[src/rtl/seq_alu.sv]
// seq_alu: sequential ALU with a valid/ready handshake on both sides.
// Single-cycle ops finish one cycle after acceptance; with SEQ_ALU_MULDIV_EN
// defined, MUL/MULHU/DIVU/REMU iterate one bit per cycle for WIDTH cycles.
// Without SEQ_ALU_MULDIV_EN, opcodes 1010-1101 return inp1 in one cycle.
module seq_alu #(
  parameter int WIDTH = 32
) (
  input  logic             clk,
  input  logic             rst,
  input  logic             in_valid,
  output logic             in_ready,
  input  logic [WIDTH-1:0] inp1,
  input  logic [WIDTH-1:0] inp2,
  input  logic [3:0]       alu_control,
  output logic             out_valid,
  input  logic             out_ready,
  output logic [WIDTH-1:0] alu_result,
  output logic             zero_flag
);

  localparam int SHAMT_W = $clog2(WIDTH);

  typedef enum logic [1:0] {IDLE, BUSY, DONE} state_t;

  state_t r_state, w_next;

  logic               w_accept;
  logic [SHAMT_W-1:0] w_shamt;
  logic [WIDTH-1:0]   w_alu;
  logic [WIDTH-1:0]   r_result;
  logic               r_zero;

  assign in_ready   = (r_state == IDLE);
  assign out_valid  = (r_state == DONE);
  assign w_accept   = in_valid & in_ready;
  assign w_shamt    = inp2[SHAMT_W-1:0];
  assign alu_result = r_result;
  assign zero_flag  = r_zero;

`ifdef SEQ_ALU_MULDIV_EN
  // Iterative datapath: r_acc holds {hi, lo}. For MUL, lo starts as the
  // multiplier and shifts out LSB-first while partial sums enter hi. For
  // DIVU, lo starts as the dividend and becomes the quotient while hi is the
  // running remainder. Divide by zero needs no special case: every trial
  // subtraction succeeds (quotient all ones) and the remainder ends as inp1.
  logic [WIDTH-1:0]   r_a;
  logic [WIDTH-1:0]   r_b;
  logic               r_is_div;
  logic               r_hi;
  logic [SHAMT_W-1:0] r_cnt;
  logic [2*WIDTH-1:0] r_acc;

  logic               w_is_iter;
  logic               w_last;
  logic [WIDTH:0]     w_msum;
  logic [2*WIDTH-1:0] w_mul_nxt;
  logic [WIDTH:0]     w_rsh;
  logic [WIDTH-1:0]   w_diff;
  logic               w_ge;
  logic [2*WIDTH-1:0] w_div_nxt;
  logic [2*WIDTH-1:0] w_it_nxt;
  logic [WIDTH-1:0]   w_it_res;

  assign w_is_iter = alu_control inside {[4'b1010:4'b1101]};
  assign w_last    = &r_cnt;

  assign w_msum    = {1'b0, r_acc[2*WIDTH-1:WIDTH]} + (r_acc[0] ? {1'b0, r_a} : '0);
  assign w_mul_nxt = {w_msum, r_acc[WIDTH-1:1]};

  // Remainder is always below the divisor (when nonzero), so the W-bit
  // difference is exact whenever the trial subtraction succeeds.
  assign w_rsh     = {r_acc[2*WIDTH-1:WIDTH], r_acc[WIDTH-1]};
  assign w_ge      = (w_rsh >= {1'b0, r_b});
  assign w_diff    = w_rsh[WIDTH-1:0] - r_b;
  assign w_div_nxt = {(w_ge ? w_diff : w_rsh[WIDTH-1:0]), r_acc[WIDTH-2:0], w_ge};

  assign w_it_nxt  = r_is_div ? w_div_nxt : w_mul_nxt;
  assign w_it_res  = r_hi ? w_it_nxt[2*WIDTH-1:WIDTH] : w_it_nxt[WIDTH-1:0];
`endif

  // Single-cycle result, computed straight from the accepted inputs.
  always_comb begin
    w_alu = inp1;
    case (alu_control)
      4'b0000: w_alu = inp1 + inp2;
      4'b0001: w_alu = inp1 - inp2;
      4'b0010: w_alu = inp1 & inp2;
      4'b0011: w_alu = inp1 | inp2;
      4'b0100: w_alu = inp1 ^ inp2;
      4'b0101: w_alu = inp1 << w_shamt;
      4'b0110: w_alu = inp1 >> w_shamt;
      4'b0111: w_alu = $signed(inp1) >>> w_shamt;
      4'b1000: w_alu = {{(WIDTH-1){1'b0}}, ($signed(inp1) < $signed(inp2))};
      4'b1001: w_alu = {{(WIDTH-1){1'b0}}, (inp1 < inp2)};
      default: w_alu = inp1;
    endcase
  end

  // FSM state register.
  always_ff @(posedge clk) begin
    if (rst) r_state <= IDLE;
    else     r_state <= w_next;
  end

  // FSM next-state: accept in IDLE, iterate in BUSY, hold in DONE until taken.
  always_comb begin
    w_next = r_state;
    case (r_state)
      IDLE: begin
`ifdef SEQ_ALU_MULDIV_EN
        if (in_valid) w_next = w_is_iter ? BUSY : DONE;
`else
        if (in_valid) w_next = DONE;
`endif
      end
`ifdef SEQ_ALU_MULDIV_EN
      BUSY:    if (w_last) w_next = DONE;
`endif
      DONE:    if (out_ready) w_next = IDLE;
      default: w_next = IDLE;
    endcase
  end

  // Result/flag registers plus operand capture and iteration state.
  always_ff @(posedge clk) begin
    if (rst) begin
      r_result <= '0;
      r_zero   <= 1'b1;
`ifdef SEQ_ALU_MULDIV_EN
      r_a      <= '0;
      r_b      <= '0;
      r_is_div <= 1'b0;
      r_hi     <= 1'b0;
      r_cnt    <= '0;
      r_acc    <= '0;
`endif
    end else begin
`ifdef SEQ_ALU_MULDIV_EN
      if (w_accept && w_is_iter) begin
        r_a      <= inp1;
        r_b      <= inp2;
        r_is_div <= alu_control[2];
        r_hi     <= alu_control[0];
        r_cnt    <= '0;
        r_acc    <= {{WIDTH{1'b0}}, (alu_control[2] ? inp1 : inp2)};
      end else if (w_accept) begin
        r_result <= w_alu;
        r_zero   <= (w_alu == '0);
      end
      if (r_state == BUSY) begin
        r_acc <= w_it_nxt;
        r_cnt <= r_cnt + SHAMT_W'(1);
        if (w_last) begin
          r_result <= w_it_res;
          r_zero   <= (w_it_res == '0);
        end
      end
`else
      if (w_accept) begin
        r_result <= w_alu;
        r_zero   <= (w_alu == '0);
      end
`endif
    end
  end

endmodule

[config.mk]
export PLATFORM = sky130hd
export DESIGN_NAME = seq_alu
export DESIGN_NICKNAME = d
export VERILOG_FILES = /design/src/rtl/seq_alu.sv
export SDC_FILE = /design/constraint.sdc
export NUM_CORES = 1
export LEC_CHECK = 0
export ABC_AREA = 1
export CAP_MARGIN = 15
export CORE_MARGIN = 5
export CORE_UTILIZATION = 50
export CTS_CLUSTER_SIZE = 30
export DETAILED_ROUTE_END_ITERATION = 6
export PLACE_DENSITY = 0.69
export SETUP_SLACK_MARGIN = 0.1
export SYNTH_ARGS = -nofsm -noshare
export SYNTH_HDL_FRONTEND = slang
export SYNTH_SLANG_ARGS = --single-unit
[constraint.sdc]
create_clock -name clk -period 4.4 [get_ports clk]
set_clock_uncertainty 0.15 [all_clocks]
set_input_delay 0.88 -clock clk [delete_from_list [all_inputs] [get_ports clk]]
set_output_delay 0.88 -clock clk [all_outputs]
set_load 0.02 [all_outputs]
==> flow_summary.json <==
{
  "pre_cts_slack_ns": 0.008384,
  "rsz0062_at_grt": "no",
  "synth_flop_cell": "dfxtp_1",
  "r2r-end": "zero_flag$_SDFFE_PP1P_",
  "hold_path_class": "reg2reg",
  "cts_root_buf": "clkbuf_16",
  "final_common_cell": "nand2_1",
  "finalMaxSlewViolations": 0,
  "setup_viol": 0,
  "cts_tree": "yes",
  "cp-start-kind": "input port",
  "clkTransAtPathRegs_ns": 0.06,
  "ant_nets": 0,
  "via_per_inst": 6.189,
  "grtUsageTotal": 0.4353,
  "cts_buffer_depth": 2,
  "numCtsBuffers": 5,
  "avgRoutedWirePerCell_microns": 22.18,
  "grt_first_pass_wirelength_mm": 87.94,
  "cp.required_ns": 4.48,
  "hold_end": "alu_result[25]$_SDFFE_PP0P_",
  "syn_area_sq_um": 11490,
  "worst_setup_path_end_kind": "flop",
  "port_buffers": 106,
  "synthDistinctLibCells": 44,
  "die_w_microns": 161.6,
  "setup_ws_ns": 0.2297,
  "synth_seq_cells": 34,
  "nNetsFinal": 2570,
  "antenna_found_initial": 1,
  "maxCapViolCount": 0,
  "grt_max_degree": 73,
  "min_delay_path_depth": 2,
  "syn_nets": 2470,
  "syn_to_final_growth_pct": 15.31,
  "rr_worst_depth": 10,
  "ys_warn_count": 0,
  "status": "complete, but fails checks",
  "fmax_ghz": 0.2398,
  "synth_cells": 2297,
  "dieArea_sq_um": 26120,
  "cp_max_fo": 4,
  "drive_above_1_share": 0.05963,
  "start_util": 0.5077,
  "violations": "design-rule violations",
  "r2r_setup_slack_ns": 2.31,
  "hold_viol": 0,
  "final_cell_mix": "nand2_1 (727), nand3_1 (482), inv_1 (281)",
  "cts.sinks": 34,
  "hpwl_mm": 48.38,
  "place_congestion": 1.164,
  "ys_seq_area_frac": 0.05922,
  "min_period_ns": 4.170,
  "tns_ns": 0,
  "critical_path_arrival_ns": 4.25,
  "vdd_drop_max_mv": 0.1439,
  "drc": 10,
  "synth_area_leaders": "nand2_1 (24%), nand3_1 (21%), ha_1 (11%)",
  "crit_type": "in2reg",
  "core_sq_um": 22640,
  "worstHoldStart": "alu_result[25]$_SDFFE_PP0P_",
  "dr.pass1.iters": 7,
  "rr_startpoint": "r_state[1]$_SDFFE_PP0P_",
  "drt-initial-drc-count": 2548,
  "min_period_over_period": 0.9478,
  "syn_avg_cell_area_sq_um": 5.004,
  "synth_top_area_cell": "nand2_1",
  "clock_latency_ns": 0.29,
  "yosysTopAreaCellShare": 0.2374,
  "ys_async_sr_fraction": 0,
  "antenna_cells": 0,
  "fp-row-count": 55,
  "hold-worst-slack_ns": 0.3622,
  "totalWireLength_mm": 59.51,
  "io_pins": 107,
  "route.vias.total": 16606,
  "slew_headroom": 0.5052,
  "tightest_slew_ns": 0.7415,
  "first_global_vias": 15319,
  "p_leak_nw": 7.170,
  "power_density_nw_per_um2": 185.7,
  "cts-htree-levels": 2,
  "synth-edff-count": 0,
  "fp.dieH_microns": 161.6,
  "grt_overflow": 0
}
timing repair:
action | CTS | global route
hold buffers | 0 | 0
endpoints found under the setup margin | 0 | 1
resized for setup | 0 | 1
setup buffers | 0 | 1
logic make-up after synthesis:
logic type / after synthesis / share of synthesized area
flops: 34 / 0.05922
compound gates: 243 / 0.1194
fa+ha+maj: 101 / 0.1113
buf+inv: 405 / 0.1447
simple gates: 1514 / 0.5654
cell usage after synthesis (6+ instances only):
library cell  number
clkbuf_1          27
buf_4              6
inv_1            281
a21oi_1          101
o211ai_1          16
o21bai_1           9
nor2_1           221
nand2_2           10
dfxtp_1           34
inv_2             15
o21ai_0           73
nand2_1          727
nor2_2             7
nand3_1          482
buf_2             58
o21ai_1            8
nand4_1           34
ha_1              99
o22ai_1           10
nor3_1            17
buf_6              6
buf_1              9
final cells by class:
type                       instances  area (sq um)
multi-input combinational       1858          9150
timing repair buffer             199          1747
fill                            2458          9388
clock buffer                       5         125.1
inverter                         299          1125
clock inverter                     3         68.82
tap                              285         356.6
sequential                        34         680.7
stage by stage:
stage                     utilization  power (W)  cells  cell area (sq um)
final                          0.5854   0.002462   2683              13250
after CTS                      0.5849   0.002378   2682              13240
after global routing           0.5854   0.002598   2683              13250
after detailed placement       0.5763   0.001901   2674              13050
after global placement         0.5763   0.001884   2674              13050
after floorplan                     -   0.001317   2297              11490
flip-flops by register name, indices dropped and copies added (netlist names):
| signal | cells |
|---|---|
| zero_flag | 1 |
| r_state | 1 |
| alu_result | 32 |
where the power goes:
group          total, W  switching, W  internal, W
registers      0.000352     0.0000158     0.000336
logic           0.00164       0.00111     0.000525
clock network  0.000472      0.000147     0.000326
layer usage:
| layer | global-route usage | up-vias | routed length (microns) |
|---|---|---|---|
| li1 | - | 7656 | - |
| met1 | 0.5586 | 7484 | 22060 |
| met2 | 0.6960 | 1208 | 25870 |
| met3 | 0.1021 | 256 | 7995 |
| met4 | 0.1945 | 2 | 3573 |
| met5 | 0 | - | 10 |
critical path: stages:
cell             delay, ns
clkdlybuf4s50_1       0.45
buf_4                 0.18
ha_1                  0.21
fa_1                  0.41
inv_1                 0.14
nand2_1               0.07
nand3_1               0.19
nand2_1               0.10
nand2_1               0.16
nand2_1               0.07
nand3_1               0.07
nand3_1               0.23
o21ai_1               0.43
nand3_1               0.14
nor2_1                0.11
nand3_1               0.08
nor2_1                0.13
nand3_1               0.10
nand2_1               0.08
how the worst max path moves through the flow:
stage / startpoint / end / depth (start not counted)
6_report: inp2[0] / zero_flag$_SDFFE_PP1P_ / 19
5_1_grt: inp1[13] / zero_flag$_SDFFE_PP1P_ / 23
4_1_cts: inp1[0] / zero_flag$_SDFFE_PP1P_ / 19
3_5_place_dp: inp1[0] / zero_flag$_SDFFE_PP1P_ / 19
3_3_place_gp: inp1[0] / zero_flag$_SDFFE_PP1P_ / 19
2_1_floorplan: inp2[2] / zero_flag$_SDFFE_PP1P_ / 25
Power figures use the tool's default switching activity.
